**src/rtl/reg_write_pkg.sv**
```systemverilog
// Shared types for the register-write scheduler: request entry layout and issue FSM states.
// Latency: n/a (types only).
// Backpressure: n/a (types only).
package reg_write_pkg;

    localparam int ADDR_W   = 5;
    localparam int NUM_REGS = 32;
    localparam int DATA_W   = 32;

    typedef struct packed {
        logic [ADDR_W-1:0] addr;
        logic [DATA_W-1:0] data;
    } wr_req_t;

    typedef enum logic [1:0] {
        IDLE,
        ISSUE,
        HOLD
    } sched_state_t;

endpackage

```
**src/rtl/reg_write_sched_wr_fifo.sv**
```systemverilog
// In-order synchronous FIFO of wr_req_t entries with flush, full/empty and occupancy.
// Latency: an entry pushed at edge k is visible at pop_dat after edge k; no same-edge bypass.
// Backpressure: pushes while full and pops while empty are ignored; flush overrides both.
module wr_fifo
    import reg_write_pkg::*;
#(
    parameter int DEPTH = 4
) (
    input  logic                   clk,
    input  logic                   rst_n,
    input  logic                   push,
    input  wr_req_t                push_dat,
    input  logic                   pop,
    output wr_req_t                pop_dat,
    input  logic                   flush,
    output logic                   full,
    output logic                   empty,
    output logic [$clog2(DEPTH):0] count
);

    localparam int PW = $clog2(DEPTH) + 1;
    localparam int IW = PW - 1;

    wr_req_t       mem_q [DEPTH];
    logic [PW-1:0] wr_ptr_q, wr_ptr_d;
    logic [PW-1:0] rd_ptr_q, rd_ptr_d;
    logic          push_ok;
    logic          pop_ok;

    // Pointers carry one extra wrap bit so full and empty are distinguishable.
    assign full    = (wr_ptr_q[PW-1] != rd_ptr_q[PW-1]) &&
                     (wr_ptr_q[IW-1:0] == rd_ptr_q[IW-1:0]);
    assign empty   = (wr_ptr_q == rd_ptr_q);
    assign count   = wr_ptr_q - rd_ptr_q;
    assign pop_dat = mem_q[rd_ptr_q[IW-1:0]];

    always_comb begin
        push_ok  = push && !full && !flush;
        pop_ok   = pop && !empty && !flush;
        wr_ptr_d = wr_ptr_q;
        rd_ptr_d = rd_ptr_q;
        if (flush) begin
            wr_ptr_d = '0;
            rd_ptr_d = '0;
        end else begin
            if (push_ok) begin
                wr_ptr_d = wr_ptr_q + PW'(1);
            end
            if (pop_ok) begin
                rd_ptr_d = rd_ptr_q + PW'(1);
            end
        end
    end

    always_ff @(posedge clk) begin
        if (!rst_n) begin
            wr_ptr_q <= '0;
            rd_ptr_q <= '0;
        end else begin
            wr_ptr_q <= wr_ptr_d;
            rd_ptr_q <= rd_ptr_d;
        end
    end

    always_ff @(posedge clk) begin
        if (push_ok) begin
            mem_q[wr_ptr_q[IW-1:0]] <= push_dat;
        end
    end

endmodule

```
**src/rtl/reg_write_sched.sv**
```systemverilog
// Register-write scheduler feeding the 5-to-32 select decoder; REG_WRITE_SCHED_R0_FILTER_EN drops writes to r0.
// Latency: request accepted at edge k issues (enable=1) in the cycle after edge k+1; one write/cycle sustained.
// Backpressure: req_ready = !full && rst_n (no same-cycle refill when full); stall holds issue; flush empties.
module reg_write_sched #(
    parameter int DEPTH  = 4,
    parameter int DATA_W = 32
) (
    input  logic                             clk,
    input  logic                             rst_n,
    input  logic                             req_valid,
    output logic                             req_ready,
    input  logic [reg_write_pkg::ADDR_W-1:0] req_addr,
    input  logic [DATA_W-1:0]                req_data,
    input  logic                             flush,
    input  logic                             stall,
    output logic [reg_write_pkg::ADDR_W-1:0] selector,
    output logic                             enable,
    output logic [DATA_W-1:0]                wr_data,
    output logic [$clog2(DEPTH):0]           count
);

    import reg_write_pkg::*;

    sched_state_t      state_q, state_d;
    logic [ADDR_W-1:0] selector_q, selector_d;
    logic [DATA_W-1:0] wr_data_q, wr_data_d;
    logic              fifo_full;
    logic              fifo_empty;
    logic              addr_ok;
    logic              push_vld;
    logic              pop_vld;
    wr_req_t           push_dat;
    wr_req_t           head_dat;

`ifdef REG_WRITE_SCHED_R0_FILTER_EN
    // r0 writes still handshake so the producer never blocks on them.
    assign addr_ok = (req_addr != '0);
`else
    assign addr_ok = 1'b1;
`endif

    assign req_ready = !fifo_full && rst_n;
    assign push_vld  = req_valid && req_ready && addr_ok && !flush;
    assign push_dat  = '{addr: req_addr, data: req_data};

    wr_fifo #(
        .DEPTH (DEPTH)
    ) u_fifo (
        .clk      (clk),
        .rst_n    (rst_n),
        .push     (push_vld),
        .push_dat (push_dat),
        .pop      (pop_vld),
        .pop_dat  (head_dat),
        .flush    (flush),
        .full     (fifo_full),
        .empty    (fifo_empty),
        .count    (count)
    );

    always_comb begin
        state_d    = IDLE;
        selector_d = selector_q;
        wr_data_d  = wr_data_q;
        pop_vld    = 1'b0;
        if (flush) begin
            state_d = IDLE;
        end else if (stall) begin
            state_d = fifo_empty ? IDLE : HOLD;
        end else if (!fifo_empty) begin
            state_d = ISSUE;
        end
        // Entering ISSUE is the pop: the head moves into the output registers at this edge.
        if (state_d == ISSUE) begin
            pop_vld    = 1'b1;
            selector_d = head_dat.addr;
            wr_data_d  = head_dat.data;
        end
    end

    always_ff @(posedge clk) begin
        if (!rst_n) begin
            state_q    <= IDLE;
            selector_q <= '0;
            wr_data_q  <= '0;
        end else begin
            state_q    <= state_d;
            selector_q <= selector_d;
            wr_data_q  <= wr_data_d;
        end
    end

    assign enable   = (state_q == ISSUE);
    assign selector = selector_q;
    assign wr_data  = wr_data_q;

endmodule

```
**config.mk**
```make
export PLATFORM = sky130hd
export DESIGN_NAME = reg_write_sched
export DESIGN_NICKNAME = d
export VERILOG_FILES = /design/src/rtl/reg_write_pkg.sv /design/src/rtl/reg_write_sched_wr_fifo.sv /design/src/rtl/reg_write_sched.sv
export SDC_FILE = /design/constraint.sdc
export NUM_CORES = 1
export LEC_CHECK = 0
export BUFFER_PORTS_ARGS = -buffer_cell sky130_fd_sc_hd__buf_2
export CORE_ASPECT_RATIO = 0.7
export CORE_MARGIN = 2
export CORE_UTILIZATION = 45
export CTS_CLUSTER_SIZE = 30
export DETAILED_ROUTE_END_ITERATION = 8
export SLEW_MARGIN = 0
export SYNTH_ARGS = -nofsm -noshare
export SYNTH_HDL_FRONTEND = slang
export SYNTH_SLANG_ARGS = --single-unit
```
**constraint.sdc**
```tcl
create_clock -name clk -period 5.55 [get_ports clk]
set_input_delay 0.8325 -clock clk [delete_from_list [all_inputs] [get_ports clk]]
set_output_delay 0.8325 -clock clk [all_outputs]
set_load 0.03 [all_outputs]
```
==> impl_metrics.toml, run 1 <==
[timing]
finalHoldWorstSlack_ps = 527.0
fin_crit_ps = 3320
finalSetupViolCount = 0
timing.final.ws_setup_ps = 2230
min_period_over_period = 0.5981
slew_violations = 0
max_slew.worst_pin.slew_ps = 1139
slew_headroom = 0.2410
setup_tns_ps = 0
fmax_mhz = 301.2
fin_skew_ps = 7.038
rsz0062_at_grt = "false"
hold_viol = 0

[critical_path]
start_kind = "register"
cp.required_ps = 5680
path_max_fanout = 40
crit_path_max_incr_delay_ps = 800
path_depth = 6
crit_slowest_cell = "nor2_4"
cp-endpoint = "u_fifo.mem_q[3][24]"
ff2ff_setup_slack_ps = 2230
setup.worst_path.class = "register to register"
timing.rr.start = "u_fifo.wr_ptr_q[0]"
r2r-end = "u_fifo.mem_q[3][24]"
arrival_ps = 3450
crit_buf_inv = 2
startpoint = "u_fifo.wr_ptr_q[0]"
end_kind = "register"
worstPathCellList = "inv_1 -> ha_1 -> nand2_2 -> o21ai_0 -> nor2_4 -> buf_4"
reg2reg_depth = 6
path_delay_family = "simple AND/OR/NAND/NOR gates"

[synthesis]
synth_edf_count = 148
synth_top_cell_by_area = "edfxtp_1"
yosys_warnings = 0
synth_top_area_frac = 0.5618
synthesis.nets = 526
synth_ff_type = "edfxtp_1"
syn_inst = 476
yosysUniqueCellTypes = 35
ys_seq_elements = 193
yosysSeqAreaShare = 0.6756
ys_async_sr_fraction = 0
synth_area_leaders = "edfxtp_1 (56%), dfxtp_1 (11%), mux4_2 (6.3%)"
postSynthAreaPerCell_sq_um = 16.62
syn_area_sq_mm = 0.007911

[die]
initial_core_util = 0.4609
num_rows = 40
die_w_um = 162.5
die_y_um = 114.9
die_area_sq_mm = 0.01867
coreArea_sq_mm = 0.01717
pin_count = 84

[pwr]
power.density_mw_per_mm2 = 328.7
power.leakage_nw = 3.027
max-vdd-ir-drop_mv = 0.1969

[global_route]
antenna_found_initial = 0
grt_pass1_vias = 4451
grt_overflow = 0
grt_pass1_wl_um = 25250
globalRouteTotalUtil = 0.1822
grt_max_degree = 76

[cts]
cts_tree = "done"
cts_buffers = 17
cts_resized = 0
path_clk_slew_ps = 70
clockBufferDepth = 2
postCtsHoldBufs = 0
post_cts_buffers = 0
h-tree-depth = 4
cts_root_buf = "clkbuf_16"
cts.sinks = 193
clk_latency_ps = 430

[hold_path]
holdPathStages = 2
hp-class = "register to register"

[layout]
layout_commonest_cell = "edfxtp_1"
final_cell_mix = "edfxtp_1 (148), buf_2 (83), nand2_1 (46)"
n_antenna_cell = 0
drive_gt1_frac = 0.2829
finalNonFillerCells = 786
area_growth_pct = 14.19
fillers = 1390
fin_nets = 592

[route]
drt.antenna.violating_nets = 0
drc = 0
wl_um = 16150
wl_per_cell_um = 20.55
drt_iter0_drc = 284
dr.pass1.iters = 5
vias = 4541
viasPerCell = 5.777

[place]
io_buffers = 83
pre_cts_slack_ps = 2053
placed_cells = 754
place_congestion = 0.7241
dp_hpwl_um = 9146

[outcome]
outcome = "finished clean"

[run]
drv_cap = 0
cell type report:
class | count | area, sq um | area share
clock buffers | 17 | 425.4 | 0.04709
clock inverters | 15 | 146.4 | 0.01620
inverters | 6 | 22.52 | 0.002493
multi-input cells | 234 | 2335 | 0.2584
flip-flops and latches | 193 | 5348 | 0.5920
well taps | 231 | 289.0 | 0.03199
repair buffers | 90 | 467.9 | 0.05180
synth_stat cells, types with 4 or more instances:
master	instances
edfxtp_1	148
nand2_1	47
dfxtp_1	45
o211ai_1	38
a31o_1	37
o31ai_1	37
clkbuf_1	24
mux4_2	22
mux4_1	15
buf_2	9
ha_1	7
inv_1	6
buf_6	5
mux2i_1	4
sequential cells by signal, summed over array words and instances (netlist names):
| name | flops |
|---|---|
| u_fifo.mem_q | 148 |
| wr_data | 32 |
| selector | 5 |
| u_fifo.rd_ptr_q | 3 |
| u_fifo.wr_ptr_q | 3 |
| state_q | 2 |
worst reg2reg max path, cell delays in order, from the launching register on:
cell and delay (ps):
dfxtp_1 390, inv_1 110, ha_1 340, nand2_2 700
o21ai_0 290, nor2_4 800, buf_4 380
layer usage:
metal	up-vias	wire, um	track usage	share of wire
li1	2066	-	-	-
met3	11	990	0.04076	0.061
met1	2307	7575	0.2636	0.47
met5	-	0	0	0
met2	157	7449	0.2848	0.46
met4	0	134	0.04484	0.0083
through the flow:
step | cell area (sq um) | util | total power [mW]
2_1_floorplan | 7911 | - | 1.760
3_3_place_gp | 8462 | 0.4929 | 1.825
3_5_place_dp | 8462 | 0.4929 | 1.832
4_1_cts | 9034 | 0.5262 | 2.990
5_1_grt | 9034 | 0.5262 | 3.072
6_report | 9034 | 0.5262 | 2.969
where the power goes:
group	switching [mW]	total, mW	internal (mW)
clock network	0.573	1.17	0.597
registers	0.0190	1.60	1.58
logic	0.134	0.197	0.0629
total	0.726	2.97	2.24
worst min-delay path by stage:
| stage | start | slack, ps | end |
|---|---|---|---|
| final | u_fifo.wr_ptr_q[0] | 530 | u_fifo.wr_ptr_q[0] |
| after floorplan | u_fifo.wr_ptr_q[0] | 470 | u_fifo.wr_ptr_q[0] |
| after global placement | u_fifo.wr_ptr_q[0] | 490 | u_fifo.wr_ptr_q[0] |
| after global routing | u_fifo.wr_ptr_q[1] | 560 | u_fifo.wr_ptr_q[1] |
| after CTS | u_fifo.wr_ptr_q[0] | 530 | u_fifo.wr_ptr_q[0] |
| after detailed placement | u_fifo.wr_ptr_q[0] | 520 | u_fifo.wr_ptr_q[0] |
logic make-up (layout without fill, tap and decap cells):
family                     count (synthesis)  after routing  share of synthesized area
xor gates and xnor gates                   3              3                   0.005220
muxes                                     41             41                     0.1175
adders and majority gates                  8              8                    0.01360
buffers and inverters                     49            128                    0.03337
and+or+nand+nor                           62             62                    0.03432
DFF                                      193            193                     0.6756
AOI/OAI and AO/OA                        120            120                     0.1204
Power figures use the tool's default switching activity.
==> run 2, diff against run 1 <==
--- a/config.mk
+++ b/config.mk
@@ -5,12 +5,14 @@
 export SDC_FILE = /design/constraint.sdc
 export NUM_CORES = 1
 export LEC_CHECK = 0
+export ABC_AREA = 1
 export BUFFER_PORTS_ARGS = -buffer_cell sky130_fd_sc_hd__buf_2
 export CORE_ASPECT_RATIO = 0.7
 export CORE_MARGIN = 2
 export CORE_UTILIZATION = 45
 export CTS_CLUSTER_SIZE = 30
 export DETAILED_ROUTE_END_ITERATION = 8
+export PLACE_DENSITY = 0.66
 export SLEW_MARGIN = 0
 export SYNTH_ARGS = -nofsm -noshare
 export SYNTH_HDL_FRONTEND = slang
==> constraint.sdc (replaced) <==
create_clock -name clk -period 2.8 [get_ports clk]
set_input_delay 0.42 -clock clk [delete_from_list [all_inputs] [get_ports clk]]
set_output_delay 0.42 -clock clk [all_outputs]
set_load 0.03 [all_outputs]
==> run 2 against run 1 <==
Against the previous run:
- critical path depth increased by 2
- die area down 2.8%
- design area is 1.5% lower
- critical path type unchanged
==> impl_metrics.toml, run 2 <==
[outcome]
outcome = "finished clean"

[hold_path]
hp-start = "req_data[0]"
hp-class = "input port to register"

[route]
wl_per_cell_um = 14.32
wl_um = 15180
dr.pass1.iters = 5
viasPerCell = 4.738
drc = 0
vias = 5022
drt.antenna.violating_nets = 0
drt_iter0_drc = 372

[cts]
postCtsHoldBufs = 0
path_clk_slew_ps = 70
clk_latency_ps = 430
clockBufferDepth = 2
cts_root_buf = "clkbuf_16"
cts_buffers = 17
post_cts_buffers = 0
cts.sinks = 193
h-tree-depth = 4
cts_tree = "done"
cts_resized = 0

[critical_path]
crit_path_max_incr_delay_ps = 440
startpoint = "u_fifo.wr_ptr_q[0]"
arrival_ps = 2500
crit_slowest_cell = "nor2_4"
timing.rr.start = "u_fifo.wr_ptr_q[0]"
cp.required_ps = 2930
path_delay_family = "simple AND/OR/NAND/NOR gates"
crit_buf_inv = 3
worstPathCellList = "inv_1 -> ha_1 -> nand2_1 -> inv_1 -> nand3_1 -> nand2_1 -> nor2_4 -> buf_12"
setup.worst_path.class = "register to register"
start_kind = "register"
end_kind = "register"
path_max_fanout = 26

[timing]
hold_viol = 0
max_slew.worst_pin.slew_ps = 771.5
fmax_mhz = 421.3
min_period_over_period = 0.8478
fin_skew_ps = 6.550
fin_crit_ps = 2374
finalSetupViolCount = 0
slew_headroom = 0.4856
finalHoldWorstSlack_ps = 205.8
rsz0062_at_grt = "false"
slew_violations = 0

[pwr]
power_switching_mw = 1.130
power.leakage_nw = 3.677
p_total_mw = 5.459
power_switching_share = 0.2070
max-vdd-ir-drop_mv = 0.4675
power.density_mw_per_mm2 = 613.4
clock_power_share = 0.403
pwr-share-seq = 0.569
power_frac_comb = 0.028
internal_power_mw = 4.329

[die]
die_y_um = 113.3
die_w_um = 160.1
num_rows = 39
initial_core_util = 0.4656
coreArea_sq_mm = 0.01649
die_area_sq_mm = 0.01814
pin_count = 84

[global_route]
globalRouteTotalUtil = 0.1765
grt_max_degree = 77
grt_overflow = 0
grt_pass1_vias = 4777
grt_pass1_wl_um = 24610
antenna_found_initial = 1

[layout]
fin_nets = 872
area_growth_pct = 15.88
layout_commonest_cell = "nand2_1"
final_cell_mix = "nand2_1 (243), edfxtp_1 (148), nor2_1 (116)"
largest_reg_flops = 148
final_util = 0.5396
stdcell_area_sq_mm = 0.008900
n_antenna_cell = 0
drive_gt1_frac = 0.1545

[synthesis]
postSynthAreaPerCell_sq_um = 10.29
synth_area_leaders = "edfxtp_1 (58%), nand2_1 (12%), dfxtp_1 (12%)"
ys_async_sr_fraction = 0
yosysMostFrequentCell = "nand2_1"
ys_seq_elements = 193
synth_top_cell_by_area = "edfxtp_1"
yosys_warnings = 0
synth_top_area_frac = 0.5787
yosysUniqueCellTypes = 20
synth_commonest_cells = "nand2_1 (243), edfxtp_1 (148), nor2_1 (120)"
yosysSeqAreaShare = 0.6960
synth_edf_count = 148
syn_inst = 746
synth_ff_type = "edfxtp_1"
syn_area_sq_mm = 0.007680
synthesis.nets = 796

[place]
place_congestion = 0.7471
dp_hpwl_um = 9015
io_buffers = 83
dpl-instance-area_sq_mm = 0.008372

[run]
drv_cap = 0
==> run 2: cell count changes after synthesis, sizes merged, moves of 38 or more <==
| cell | delta |
|---|---|
| inv | +49 |
| nand2 | +196 |
| o21ai | +72 |
| nor2 | +118 |
| o211ai | -38 |
==> run 2: cells by family (layout without fill, tap and decap cells) <==
kind of cell             count (synthesis)  after routing  synth area share
AO/OA/AOI/OAI                           81             81           0.05279
adder cells (fa/ha/maj)                  8              8           0.01401
XOR/XNOR                                 1              1          0.001141
AND/OR/NAND/NOR                        372            372            0.1847
flip-flops                             193            193            0.6960
buffers and inverters                   91            180           0.05132
==> run 2: per-stage QoR <==
stage / cells / worst slack (ps) / TNS (ps)
2_1_floorplan: 746 / -69.45 / -10280
3_3_place_gp: 1028 / 481.1 / 0
3_5_place_dp: 1028 / 419.1 / 0
4_1_cts: 1060 / 412.3 / 0
5_1_grt: 1060 / 256.5 / 0
6_report: 1060 / 426.2 / 0
==> run 2: final timing paths <==
path	end	slack [ps]	depth (start not counted)
worst min-delay path	u_fifo.mem_q[1][0]	210	1
worst min register to register	wr_data[11]	510	4
worst max register to register	u_fifo.mem_q[1][30]	430	8
worst max-delay path	u_fifo.mem_q[1][30]	430	8
==> run 2: area by class of cell <==
| class | count | area [sq um] |
|---|---|---|
| clock buffers | 23 | 467.9 |
| clock inverters | 9 | 60.06 |
| fillers | 1440 | 7594 |
| inverters | 55 | 206.4 |
| multi-input cells | 462 | 1971 |
| flip-flops and latches | 193 | 5348 |
| well taps | 225 | 281.5 |
| repair buffers | 93 | 565.5 |
==> run 2: routing by layer <==
| metal | GRT usage | vias to the layer above | part of all wire |
|---|---|---|---|
| met5 | 0 | - | 0.00072 |
| met4 | 0.05706 | 2 | 0.0093 |
| li1 | - | 2559 | - |
| met1 | 0.2541 | 2325 | 0.50 |
| met3 | 0.04326 | 15 | 0.052 |
| met2 | 0.2655 | 121 | 0.44 |
==> run 2: power by group through the flow <==
stage	Combinational, mW	Clock, mW	Sequential [mW]
after global placement	0.150	0	3.17
after floorplan	0.0551	0	3.18
final	0.150	2.20	3.11
after global routing	0.168	2.35	3.11
after detailed placement	0.152	0	3.17
after CTS	0.152	2.24	3.11
==> run 3, diff against run 2 <==
==> constraint.sdc (replaced) <==
create_clock -name clk -period 2.06 [get_ports clk]
set_input_delay 0.309 -clock clk [delete_from_list [all_inputs] [get_ports clk]]
set_output_delay 0.309 -clock clk [all_outputs]
set_load 0.03 [all_outputs]
==> run 3 against run 2 <==
Against the previous run:
- die area unchanged
- clock power increased by 41%
- final cell count is 0.85% higher
- via count increased by 0.34%
- utilization rose by 1.2 points
- clock skew is 6.8 ps higher
- global-route usage down 0.25 points
- count of clock-buffer cells in the layout is 6 lower
- combinational power grew 41%
- critical path depth shrank 3
- largest power group unchanged
- highest routed layer is now met4
==> impl_metrics.toml, run 3 (synthesis results as in run 2) <==
[die]
die_y_um = 113.3
initial_core_util = 0.4656
pin_count = 84
die_w_um = 160.1
num_rows = 39
die_area_sq_mm = 0.01814
coreArea_sq_mm = 0.01649

[critical_path]
reg2reg_depth = 9
crit_slowest_cell = "fa_2"
crit_path_max_incr_delay_ps = 530
arrival_ps = 1680
crit_buf_inv = 3
path_delay_family = "adder cells"
worstPathCellList = "inv_4 -> ha_4 -> fa_2 -> inv_1 -> buf_6"
cp.required_ps = 1750
setup.worst_path.class = "register to primary output"
start_kind = "register"
path_depth = 5
path_max_fanout = 4
end_kind = "primary output"

[place]
placed_cells = 1035
pre_cts_slack_ps = 233.4
io_buffers = 83
dp_hpwl_um = 8972
place_congestion = 0.7729
dpl-instance-area_sq_mm = 0.008496

[pwr]
p_total_mw = 7.541
power_frac_comb = 0.028
pwr-share-seq = 0.560
internal_power_mw = 5.959
power.leakage_nw = 3.735
clock_power_share = 0.412
power.density_mw_per_mm2 = 828.6
power_switching_share = 0.2098
power_switching_mw = 1.582
max-vdd-ir-drop_mv = 0.5525

[global_route]
grt_overflow = 0
grt_max_degree = 78
globalRouteTotalUtil = 0.1740
antenna_found_initial = 0
grt_pass1_vias = 4635
grt_pass1_wl_um = 24480

[timing]
setup_tns_ps = 0
finalHoldWorstSlack_ps = 102.9
fin_crit_ps = 1993
fmax_mhz = 501.8
slew_violations = 0
min_period_over_period = 0.9675
fin_skew_ps = 13.35
hold_viol = 0
max_slew.worst_pin.slew_ps = 525.8
timing.final.ws_setup_ps = 66.99
slew_headroom = 0.6495
finalSetupViolCount = 0

[route]
drc = 0
dr.pass1.iters = 5
drt.antenna.violating_nets = 0
wl_per_cell_um = 14.13
drt_iter0_drc = 377
wl_um = 15110
viasPerCell = 4.714
vias = 5039

[cts]
h-tree-depth = 4
cts_buffers = 17
cts.sinks = 193
cts_tree = "done"
clockBufferDepth = 2
path_clk_slew_ps = 70
cts_root_buf = "clkbuf_16"
clk_latency_ps = 420
postCtsHoldBufs = 0

[layout]
stdcell_area_sq_mm = 0.009100
area_growth_pct = 18.49
regArea_sq_mm = 0.005353
fillers = 1449
largest_reg_flops = 148
final_cell_mix = "nand2_1 (241), edfxtp_1 (148), nor2_1 (116)"
multi_input_comb_area_sq_mm = 0.002029
finalNonFillerCells = 1069
final_util = 0.5517
layout_commonest_cell = "nand2_1"
n_antenna_cell = 0
drive_gt1_frac = 0.1801
fin_nets = 881

[hold_path]
hp-class = "input port to register"
holdPathStages = 1

[run]
drv_cap = 0

[outcome]
outcome = "finished clean"
run 3: cell types whose count changed in the layout (fill, tap and decap cells not counted), moves of 3 or more:
| cell | delta |
|---|---|
| clkinvlp_4 | +5 |
| buf_4 | +8 |
| clkbuf_1 | -4 |
| inv_1 | -3 |
run 3: area by class of cell:
| class | count | share of cell area |
|---|---|---|
| inverter | 55 | 0.02296 |
| multi-input combinational | 462 | 0.2230 |
| clock buffer | 17 | 0.04675 |
| sequential | 193 | 0.5882 |
| timing repair buffer | 102 | 0.07328 |
| tap | 225 | 0.03094 |
| clock inverter | 15 | 0.01485 |
run 3: final timing paths:
| check | slack (ps) | to | from |
|---|---|---|---|
| max reg2reg | 380 | wr_data[22] | u_fifo.rd_ptr_q[0] |
| max | 70 | count[1] | u_fifo.wr_ptr_q[0] |
| min | 100 | u_fifo.mem_q[1][3] | req_data[3] |
| min reg2reg | 510 | selector[0] | selector[0] |
run 3: layer usage:
| metal | GRT usage | vias to the layer above | share of wire |
|---|---|---|---|
| li1 | - | 2584 | - |
| met1 | 0.2546 | 2325 | 0.50 |
| met2 | 0.2649 | 124 | 0.44 |
| met3 | 0.04142 | 6 | 0.051 |
| met4 | 0.04144 | 0 | 0.0058 |
| met5 | 0 | - | 0 |
run 3: worst register-to-register path, delay by kind of cell, from the launching register on:
kind / cells / cell delay (ps)
buffers and inverters: 3 / 640
and+or+nand+nor: 5 / 470
DFF: 1 / 380
AOI/OAI and AO/OA: 1 / 80
run 3: power by group through the flow:
stage | Clock (mW) | Combinational (mW) | Sequential [mW]
CTS | 3.16 | 0.213 | 4.22
global placement | 0 | 0.209 | 4.31
global route | 3.35 | 0.237 | 4.22
detailed placement | 0 | 0.211 | 4.31
finish | 3.11 | 0.211 | 4.22
floorplan | 0 | 0.0797 | 4.33
run 3: timing repair:
| item | CTS | global route |
|---|---|---|
| buffers inserted | 1 | 1 |
| resized for setup | 3 | 8 |
| endpoints found under the hold margin | 0 | 0 |
| setup endpoints to repair | 2 | 2 |
| pin swaps | 1 | 1 |
